## src/rtl/sw_sweep_gen_if.sv

```systemverilog
// rtl/sw_sweep_gen_if.sv - stimulus/response bundle between sweep generator and lab design
interface sw_sweep_gen_if #(
  parameter int NIB_W    = 4,
  parameter int CHANNELS = 3,
  parameter int ERR_W    = 8
);
  logic                      START;
  logic [1:0]                MODE;
  logic [NIB_W*CHANNELS-1:0] SW;
  logic [NIB_W*CHANNELS-1:0] LED_IN;
  logic                      BUSY;
  logic                      DONE;
  logic [NIB_W:0]            STEP;
  logic [ERR_W-1:0]          ERR_CNT;
  logic                      FAIL;
  logic [NIB_W-1:0]          FIRST_BAD;

  modport master (
    input  START, MODE, LED_IN,
    output SW, BUSY, DONE, STEP, ERR_CNT, FAIL, FIRST_BAD
  );

  modport slave (
    output START, MODE, LED_IN,
    input  SW, BUSY, DONE, STEP, ERR_CNT, FAIL, FIRST_BAD
  );
endinterface

```

## src/rtl/sw_sweep_gen.sv

```systemverilog
// rtl/sw_sweep_gen.sv - value sweep sequencer driving SW with LED loopback checking
module sw_sweep_gen #(
  parameter int NIB_W    = 4,
  parameter int CHANNELS = 3,
  parameter int HOLD     = 20,
  parameter int ERR_W    = 8
) (
  input  logic           CLK,
  input  logic           RST_N,
  sw_sweep_gen_if.master bus
);

  if (HOLD < 2) begin : g_bad_hold
    $error("sw_sweep_gen: HOLD must be at least 2");
  end

  localparam int                 HOLD_W    = (HOLD < 2) ? 1 : $clog2(HOLD);
  localparam logic [HOLD_W-1:0]  HOLD_LAST = HOLD_W'(HOLD - 1);
  localparam logic [NIB_W-1:0]   X_MAX     = '1;
  localparam logic [NIB_W:0]     LAST_LIN  = (NIB_W+1)'((1 << NIB_W) - 1);
  localparam logic [NIB_W:0]     LAST_PP   = (NIB_W+1)'((1 << (NIB_W + 1)) - 2);

  typedef enum logic {S_IDLE, S_RUN} state_t;

  state_t              state_q, state_d;
  logic [NIB_W-1:0]    x_q, x_d;
  logic                up_q, up_d;
  logic                pp_q, pp_d;
  logic [NIB_W:0]      step_q, step_d;
  logic [HOLD_W-1:0]   hold_q, hold_d;
  logic                done_q, done_d;
  logic [ERR_W-1:0]    err_q, err_d;
  logic                fail_q, fail_d;
  logic [NIB_W-1:0]    first_bad_q, first_bad_d;

  logic [NIB_W*CHANNELS-1:0] sw_w;
  logic                      mismatch;
  logic [NIB_W:0]            last_step;

  assign sw_w      = {CHANNELS{x_q}};
  assign mismatch  = (bus.LED_IN != sw_w);
  assign last_step = pp_q ? LAST_PP : LAST_LIN;

  always_comb begin
    state_d     = state_q;
    x_d         = x_q;
    up_d        = up_q;
    pp_d        = pp_q;
    step_d      = step_q;
    hold_d      = hold_q;
    done_d      = 1'b0;
    err_d       = err_q;
    fail_d      = fail_q;
    first_bad_d = first_bad_q;

    case (state_q)
      S_IDLE: begin
        if (bus.START) begin
          up_d        = (bus.MODE == 2'd1);
          pp_d        = (bus.MODE == 2'd2);
          x_d         = (bus.MODE == 2'd1) ? '0 : X_MAX;
          step_d      = '0;
          hold_d      = '0;
          err_d       = '0;
          fail_d      = 1'b0;
          first_bad_d = '0;
          state_d     = S_RUN;
        end
      end
      S_RUN: begin
        hold_d = hold_q + 1'b1;
        if (hold_q == HOLD_LAST) begin
          if (mismatch) begin
            if (err_q != '1) err_d = err_q + 1'b1;
            if (!fail_q) begin
              fail_d      = 1'b1;
              first_bad_d = x_q;
            end
          end
          if (step_q == last_step) begin
            state_d = S_IDLE;
            done_d  = 1'b1;
            hold_d  = '0;
          end else begin
            step_d = step_q + 1'b1;
            hold_d = '0;
            // Only ping-pong ever advances from 0 while heading down: turn around there.
            if (up_q) begin
              x_d = x_q + 1'b1;
            end else if (x_q == '0) begin
              x_d  = {{(NIB_W-1){1'b0}}, 1'b1};
              up_d = 1'b1;
            end else begin
              x_d = x_q - 1'b1;
            end
          end
        end
      end
      default: state_d = S_IDLE;
    endcase
  end

  always_ff @(posedge CLK or negedge RST_N) begin
    if (!RST_N) begin
      state_q     <= S_IDLE;
      x_q         <= '0;
      up_q        <= 1'b0;
      pp_q        <= 1'b0;
      step_q      <= '0;
      hold_q      <= '0;
      done_q      <= 1'b0;
      err_q       <= '0;
      fail_q      <= 1'b0;
      first_bad_q <= '0;
    end else begin
      state_q     <= state_d;
      x_q         <= x_d;
      up_q        <= up_d;
      pp_q        <= pp_d;
      step_q      <= step_d;
      hold_q      <= hold_d;
      done_q      <= done_d;
      err_q       <= err_d;
      fail_q      <= fail_d;
      first_bad_q <= first_bad_d;
    end
  end

  assign bus.SW        = sw_w;
  assign bus.BUSY      = (state_q == S_RUN);
  assign bus.DONE      = done_q;
  assign bus.STEP      = step_q;
  assign bus.ERR_CNT   = err_q;
  assign bus.FAIL      = fail_q;
  assign bus.FIRST_BAD = first_bad_q;

endmodule

```

## src/flat_wrapper.sv

```systemverilog
// flat-port wrapper written by rule: the top's interface ports become plain ports
module sw_sweep_gen_flat 
#(
  parameter int NIB_W    = 4,
  parameter int CHANNELS = 3,
  parameter int HOLD     = 20,
  parameter int ERR_W    = 8
)
  (CLK, RST_N, bus_START, bus_MODE, bus_LED_IN, bus_SW, bus_BUSY, bus_DONE, bus_STEP, bus_ERR_CNT, bus_FAIL, bus_FIRST_BAD);
  sw_sweep_gen_if #(.NIB_W(NIB_W), .CHANNELS(CHANNELS), .ERR_W(ERR_W)) bus_i ();
  input  logic CLK;
  input  logic RST_N;
  input wire logic [$bits(bus_i.START)-1:0] bus_START;
  input wire logic [$bits(bus_i.MODE)-1:0] bus_MODE;
  input wire logic [$bits(bus_i.LED_IN)-1:0] bus_LED_IN;
  output wire logic [$bits(bus_i.SW)-1:0] bus_SW;
  output wire logic [$bits(bus_i.BUSY)-1:0] bus_BUSY;
  output wire logic [$bits(bus_i.DONE)-1:0] bus_DONE;
  output wire logic [$bits(bus_i.STEP)-1:0] bus_STEP;
  output wire logic [$bits(bus_i.ERR_CNT)-1:0] bus_ERR_CNT;
  output wire logic [$bits(bus_i.FAIL)-1:0] bus_FAIL;
  output wire logic [$bits(bus_i.FIRST_BAD)-1:0] bus_FIRST_BAD;
  assign bus_i.START = bus_START;
  assign bus_i.MODE = bus_MODE;
  assign bus_i.LED_IN = bus_LED_IN;
  assign bus_SW = bus_i.SW;
  assign bus_BUSY = bus_i.BUSY;
  assign bus_DONE = bus_i.DONE;
  assign bus_STEP = bus_i.STEP;
  assign bus_ERR_CNT = bus_i.ERR_CNT;
  assign bus_FAIL = bus_i.FAIL;
  assign bus_FIRST_BAD = bus_i.FIRST_BAD;
  sw_sweep_gen #(.NIB_W(NIB_W), .CHANNELS(CHANNELS), .HOLD(HOLD), .ERR_W(ERR_W)) u_core (.CLK(CLK), .RST_N(RST_N), .bus(bus_i));
endmodule
```

## config.mk

```make
export PLATFORM = sky130hd
export DESIGN_NAME = sw_sweep_gen_flat
export DESIGN_NICKNAME = d
export VERILOG_FILES = /design/src/rtl/sw_sweep_gen_if.sv /design/src/rtl/sw_sweep_gen.sv /design/src/flat_wrapper.sv
export SDC_FILE = /design/constraint.sdc
export NUM_CORES = 1
export LEC_CHECK = 0
export CAP_MARGIN = 20
export CORE_AREA = 10 10 78 80
export CTS_CLUSTER_SIZE = 30
export DETAILED_ROUTE_END_ITERATION = 16
export DIE_AREA = 0 0 88 90
export PLACE_DENSITY = 0.82
export REMOVE_ABC_BUFFERS = 1
export SETUP_SLACK_MARGIN = 0.3
export SLEW_MARGIN = 20
export SYNTH_ARGS = -nofsm -noshare
export SYNTH_HDL_FRONTEND = slang
export SYNTH_SLANG_ARGS = --single-unit
```

## constraint.sdc

```tcl
create_clock -name CLK -period 1.9 [get_ports CLK]
set_clock_uncertainty 0.1 [all_clocks]
set_input_delay 0.57 -clock CLK [delete_from_list [all_inputs] [get_ports CLK]]
set_output_delay 0.57 -clock CLK [all_outputs]
set_load 0.005 [all_outputs]
```

**Word-level counts from Yosys, hierarchy flattened**

Index checks and enable logic that the tools add are counted.

- Bitwise logic cells: 1
- Eq/ne operators: 12
- Reduce and logical (&&, ||, !) cells: 6
- Add/sub/neg operators: 5
- Mux-type cells: 41

Operators by type and width:

| operator | count |
|---|---|
| $mux 4 | 10 |
| $mux 8 | 4 |
| $mux 5 | 5 |
| $pmux 5 s2 | 2 |
| $pmux 4 s2 | 2 |
| $pmux 8 s2 | 1 |
| $mux 1 | 14 |
| $ne 12x12->1 | 1 |
| $ne 2x2->1 const B | 6 |
| $add 5x1->5 const B | 2 |
| $add 8x1->8 const B | 1 |
| $ne 8x8->1 const B | 1 |
| $reduce_and 4->1 | 2 |
| $pmux 1 s2 | 3 |
| $reduce_and 3->1 | 2 |
| $eq 5x5->1 | 1 |
| $eq 5x5->1 const B | 1 |
| $add 4x1->4 const B | 1 |
| $logic_not 4->1 | 1 |
| $sub 4x1->4 const B | 1 |
| $eq 2x1->1 const B | 1 |
| $eq 2x2->1 const B | 1 |
| $reduce_and 2->1 | 1 |
| $not 1->1 | 1 |

- Output and inout port bits: 32
- Word-level logic and storage cells: 75
- Bits in registers: 31
- Bits of input ports: 17

**Longest topological paths before layout**

- Depth after elaboration: 6
- Depth in mapped cells: 7
- Mapped depth without buffers: 6

**Least setup slack after synthesis**

No wires, ideal clock.

- Kind: register to register
- From: register u_core.x_q[0]
- To: register u_core.err_q[0], in the netlist u_core.bus.ERR_CNT[0]
- Required time: 1.682 ns
- Period minus slack after synthesis: 1.846 ns
- Arrival: 1.627 ns
- Path buffers: 2
- Setup time: 0.118 ns
- Slack: 0.054 ns
- Cell stages (with the launch flop): 8
- Path through: dfrtp_1 buf_6 nor4_4 o22ai_2 o31ai_4 buf_6 nor4_2 a21o_1

- Longest elaborated chain between the ends: 3

RTL lines:

| element | RTL line | source |
|---|---|---|
| start, declared | sw_sweep_gen.sv:26 | `logic [NIB_W-1:0] x_q, x_d;` |
| start signal, assigned | sw_sweep_gen.sv:106 | `x_q <= '0;` |
| start signal, assigned | sw_sweep_gen.sv:117 | `x_q <= x_d;` |
| $ne 12x12->1 | sw_sweep_gen.sv:41 | `assign mismatch = (bus.LED_IN != sw_w);` |
| $ne 2x2->1 (no line) | n/a |  |
| $reduce_and 4->1 (no line) | n/a |  |
| end signal, assigned | sw_sweep_gen.sv:123 | `err_q <= err_d;` |
| end, declared | sw_sweep_gen.sv:32 | `logic [ERR_W-1:0] err_q, err_d;` |

Every way passes these cells.
A chain may end at the register's enable or synchronous reset.

**Worst setup path in the final report**

- From: input bus_LED_IN[0]
- To: register u_core.err_q[1], in the netlist u_core.bus.ERR_CNT[1]

- Longest elaborated chain between the ends: 3

RTL lines:

| element | RTL line | source |
|---|---|---|
| start, declared | flat_wrapper.sv:15 | `input wire logic [$bits(bus_i.LED_IN)-1:0] bus_LED_IN;` |
| $ne 12x12->1 | sw_sweep_gen.sv:41 |  |
| $ne 2x2->1 (no line) | n/a |  |
| $reduce_and 4->1 (no line) | n/a |  |

Every way passes these cells.

==> flow_summary.ini <==
[floorplan]
start_util_pct = 42.0
rows = 25
dieHeight_um = 90
die_w_um = 88
dieArea_um2 = 7920
core_area_um2 = 4600
io_pins = 49

[hold_path]
min_to = u_core.bus.STEP[0]$_DFFE_PN0P_
min_path_cells = 2
hold_start = u_core.bus.STEP[0]$_DFFE_PN0P_
worstHoldPathType = reg2reg

[route]
num_vias = 2276
wl_mm = 8.56
ant_nets = 0
route.detailed.drc = 0
drt-pass1-iter-count = 6
avgRoutedWirePerCell_um = 22.3
first_iter_violations = 165
via_per_inst = 5.93

[logic_synthesis]
synth.distinct_cells = 53
async_flop_share_pct = 100
syn_area_um2 = 1930
synth.yosys.seq_area_share_pct = 40.2
ys_seq_elements = 31
ys.flop_type = dfrtp_1
yosysWarningCount = 0
avgSynthCellArea_um2 = 9.15
synth_edf_count = 0
syn_inst = 211

[power]
vdd_drop_max_mv = 0.516
power_density_nw_per_um2 = 433
power.total_mw = 1.56
leakagePower_nw = 1.64

[final_layout]
final_cells = 384
final_cell_mix = buf_6, buf_4, dfrtp_1
layout_commonest_cell = buf_6
syn2layout_area_growth_pct = 86.7
nNetsFinal = 351
drive_gt1_share_pct = 54.2
n_antenna_cell = 0

[global_route]
grt.total_usage_pct = 17.4
grt_pass1_wl_mm = 11.0
grt_start_max_net_pins = 32
grt_pass1_vias = 2261
antenna_found_initial = 0
grt_overflow = 0

[critical_path]
reg2reg_to = u_core.bus.ERR_CNT[1]$_DFFE_PN0P_
crit_fanout = 6
reg2reg_from = u_core.x_q[0]$_DFFE_PN0P_
rrSetupSlack_ns = -0.13
r2r_cells = 7
arrival_ns = 2.19
cp-end-kind = flip-flop
start_kind = input pin
critPathKind = in2reg
critPathRequiredTime_ns = 2.02

[clock_tree]
cts_hold_buf = 0
cts_buffer_depth = 2
clkSinkCount = 31
clock_latency_ns = 0.30
cts_htree_levels = 2
cts_tree = done
cts_buffers = 5
cts.clk_slew.worst_paths_ns = 0.07
cts_root_buf = clkbuf_8

[placement]
port-buffer-count = 48
dp_cells = 325
hpwl_mm = 3.96
gp_congestion = 0.828

[run]
drv_cap = 0

[sta]
final-hold-violation-count = 0
fin_crit_sh_pct = 109
worst_pin_slew_ns = 0.424
final.min_clock_period_ns = 2.07
slew_headroom_pct = 71.7
fmax_ghz = 0.482
final_max_slew_viol_count = 0
postLayoutSetupSlackWorst_ns = -0.175
setup_viol_count_final = 13
finalSetupTns_ns = -1.39
rsz0062_at_grt = true

[outcome]
status = complete, but fails checks
violations = setup timing
layout make-up:
class	count	area (µm²)
clock buffers	6	82.6
flip-flops and latches	31	782
fillers	262	993
clock inverters	2	35.0
well taps	54	67.6
repair buffers	130	1210
inverters	12	55.1
multi-input cells	149	1370
logic make-up (layout without fill, tap and decap cells):
family	count (synthesis)	after routing	share of synthesized area, %
AO/OA/AOI/OAI	50	50	20.2
XOR/XNOR	7	7	3.18
adder cells (fa/ha/maj)	5	5	3.24
buffers and inverters	31	150	8.55
flip-flops	31	31	40.2
multiplexers	2	2	1.04
AND/OR/NAND/NOR	85	85	23.7
synth_stat cells, types with 3 or more instances:
| cell type | count | area [µm²] |
|---|---|---|
| o31ai_1 | 5 | 37.5 |
| nor4_1 | 3 | 18.8 |
| ha_1 | 5 | 62.6 |
| buf_2 | 3 | 15.0 |
| nor2b_1 | 4 | 25.0 |
| xor2_1 | 4 | 35.0 |
| nor3_1 | 5 | 25.0 |
| and3_1 | 4 | 25.0 |
| a21oi_1 | 4 | 20.0 |
| nand2_1 | 32 | 120 |
| o21ai_0 | 9 | 45.0 |
| o22ai_1 | 3 | 18.8 |
| buf_4 | 8 | 60.1 |
| nor2_1 | 10 | 37.5 |
| dfrtp_1 | 31 | 776 |
| clkbuf_1 | 6 | 22.5 |
| nand3_1 | 10 | 50.1 |
| xnor2_1 | 3 | 26.3 |
| inv_1 | 12 | 45.0 |
| and4_1 | 3 | 26.3 |
| o22a_1 | 4 | 35.0 |
metrics by stage:
stage | hold slack, ns | utilization (%) | instance area [µm²] | setup WS [ns]
floorplan | 0.174 | - | 1810 | -0.123
global placement | 0.407 | 56.6 | 2600 | -0.548
detailed placement | 0.414 | 56.6 | 2600 | -0.592
CTS | 0.470 | 70.7 | 3250 | -0.00299
global route | 0.486 | 78.4 | 3600 | -0.223
finish | 0.457 | 78.4 | 3600 | -0.175
per-layer routing:
metal	vias to the layer above	wire (µm)	GRT usage, %
li1	997	-	-
met1	1116	3050	18.5
met2	126	4600	29.9
met3	37	594	5.32
met4	0	308	8.64
met5	-	0	0
registers in the layout, summed over array words and instances (netlist names):
name                  flops
u_core.bus.FIRST_BAD      4
u_core.bus.STEP           5
u_core.pp_q               1
u_core.hold_q             5
u_core.bus.FAIL           1
u_core.up_q               1
u_core.bus.ERR_CNT        8
u_core.bus.BUSY           1
u_core.x_q                4
u_core.bus.DONE           1
worst max-delay path, stage by stage:
cell	delay, ns
clkdlybuf4s15_1	0.26
nor4_4	0.40
o22ai_4	0.15
o31ai_4	0.28
buf_6	0.18
a21o_4	0.14
mux2i_1	0.20
report_power, final:
group	leakage [nW]	internal (mW)	switching, mW
logic	1.22	0.0919	0.0829
clock network	0.0612	0.425	0.280
registers	0.360	0.671	0.00994
total	1.64	1.19	0.372
how the worst max path moves through the flow:
stage | startpoint | end | slack [ns] | cells after the start
after floorplan | u_core.bus.BUSY$_DFF_PN0_ | u_core.bus.ERR_CNT[1]$_DFFE_PN0P_ | -0.12 | 4
after global placement | bus_LED_IN[1] | u_core.bus.ERR_CNT[3]$_DFFE_PN0P_ | -0.55 | 7
after detailed placement | bus_LED_IN[1] | u_core.bus.ERR_CNT[2]$_DFFE_PN0P_ | -0.59 | 7
after CTS | u_core.x_q[0]$_DFFE_PN0P_ | u_core.bus.ERR_CNT[1]$_DFFE_PN0P_ | -0.003 | 6
after global routing | bus_LED_IN[0] | u_core.bus.ERR_CNT[0]$_DFFE_PN0P_ | -0.22 | 8
final | bus_LED_IN[0] | u_core.bus.ERR_CNT[1]$_DFFE_PN0P_ | -0.17 | 7
what timing repair did:
item                                   in CTS  in global routing
endpoints found under the hold margin       0                  0
setup endpoints to repair                  55                 43
pin swaps                                  35                 35
buffers inserted                           37                 14
resized for setup                         192                 67
(Power assumes the default switching activity.)
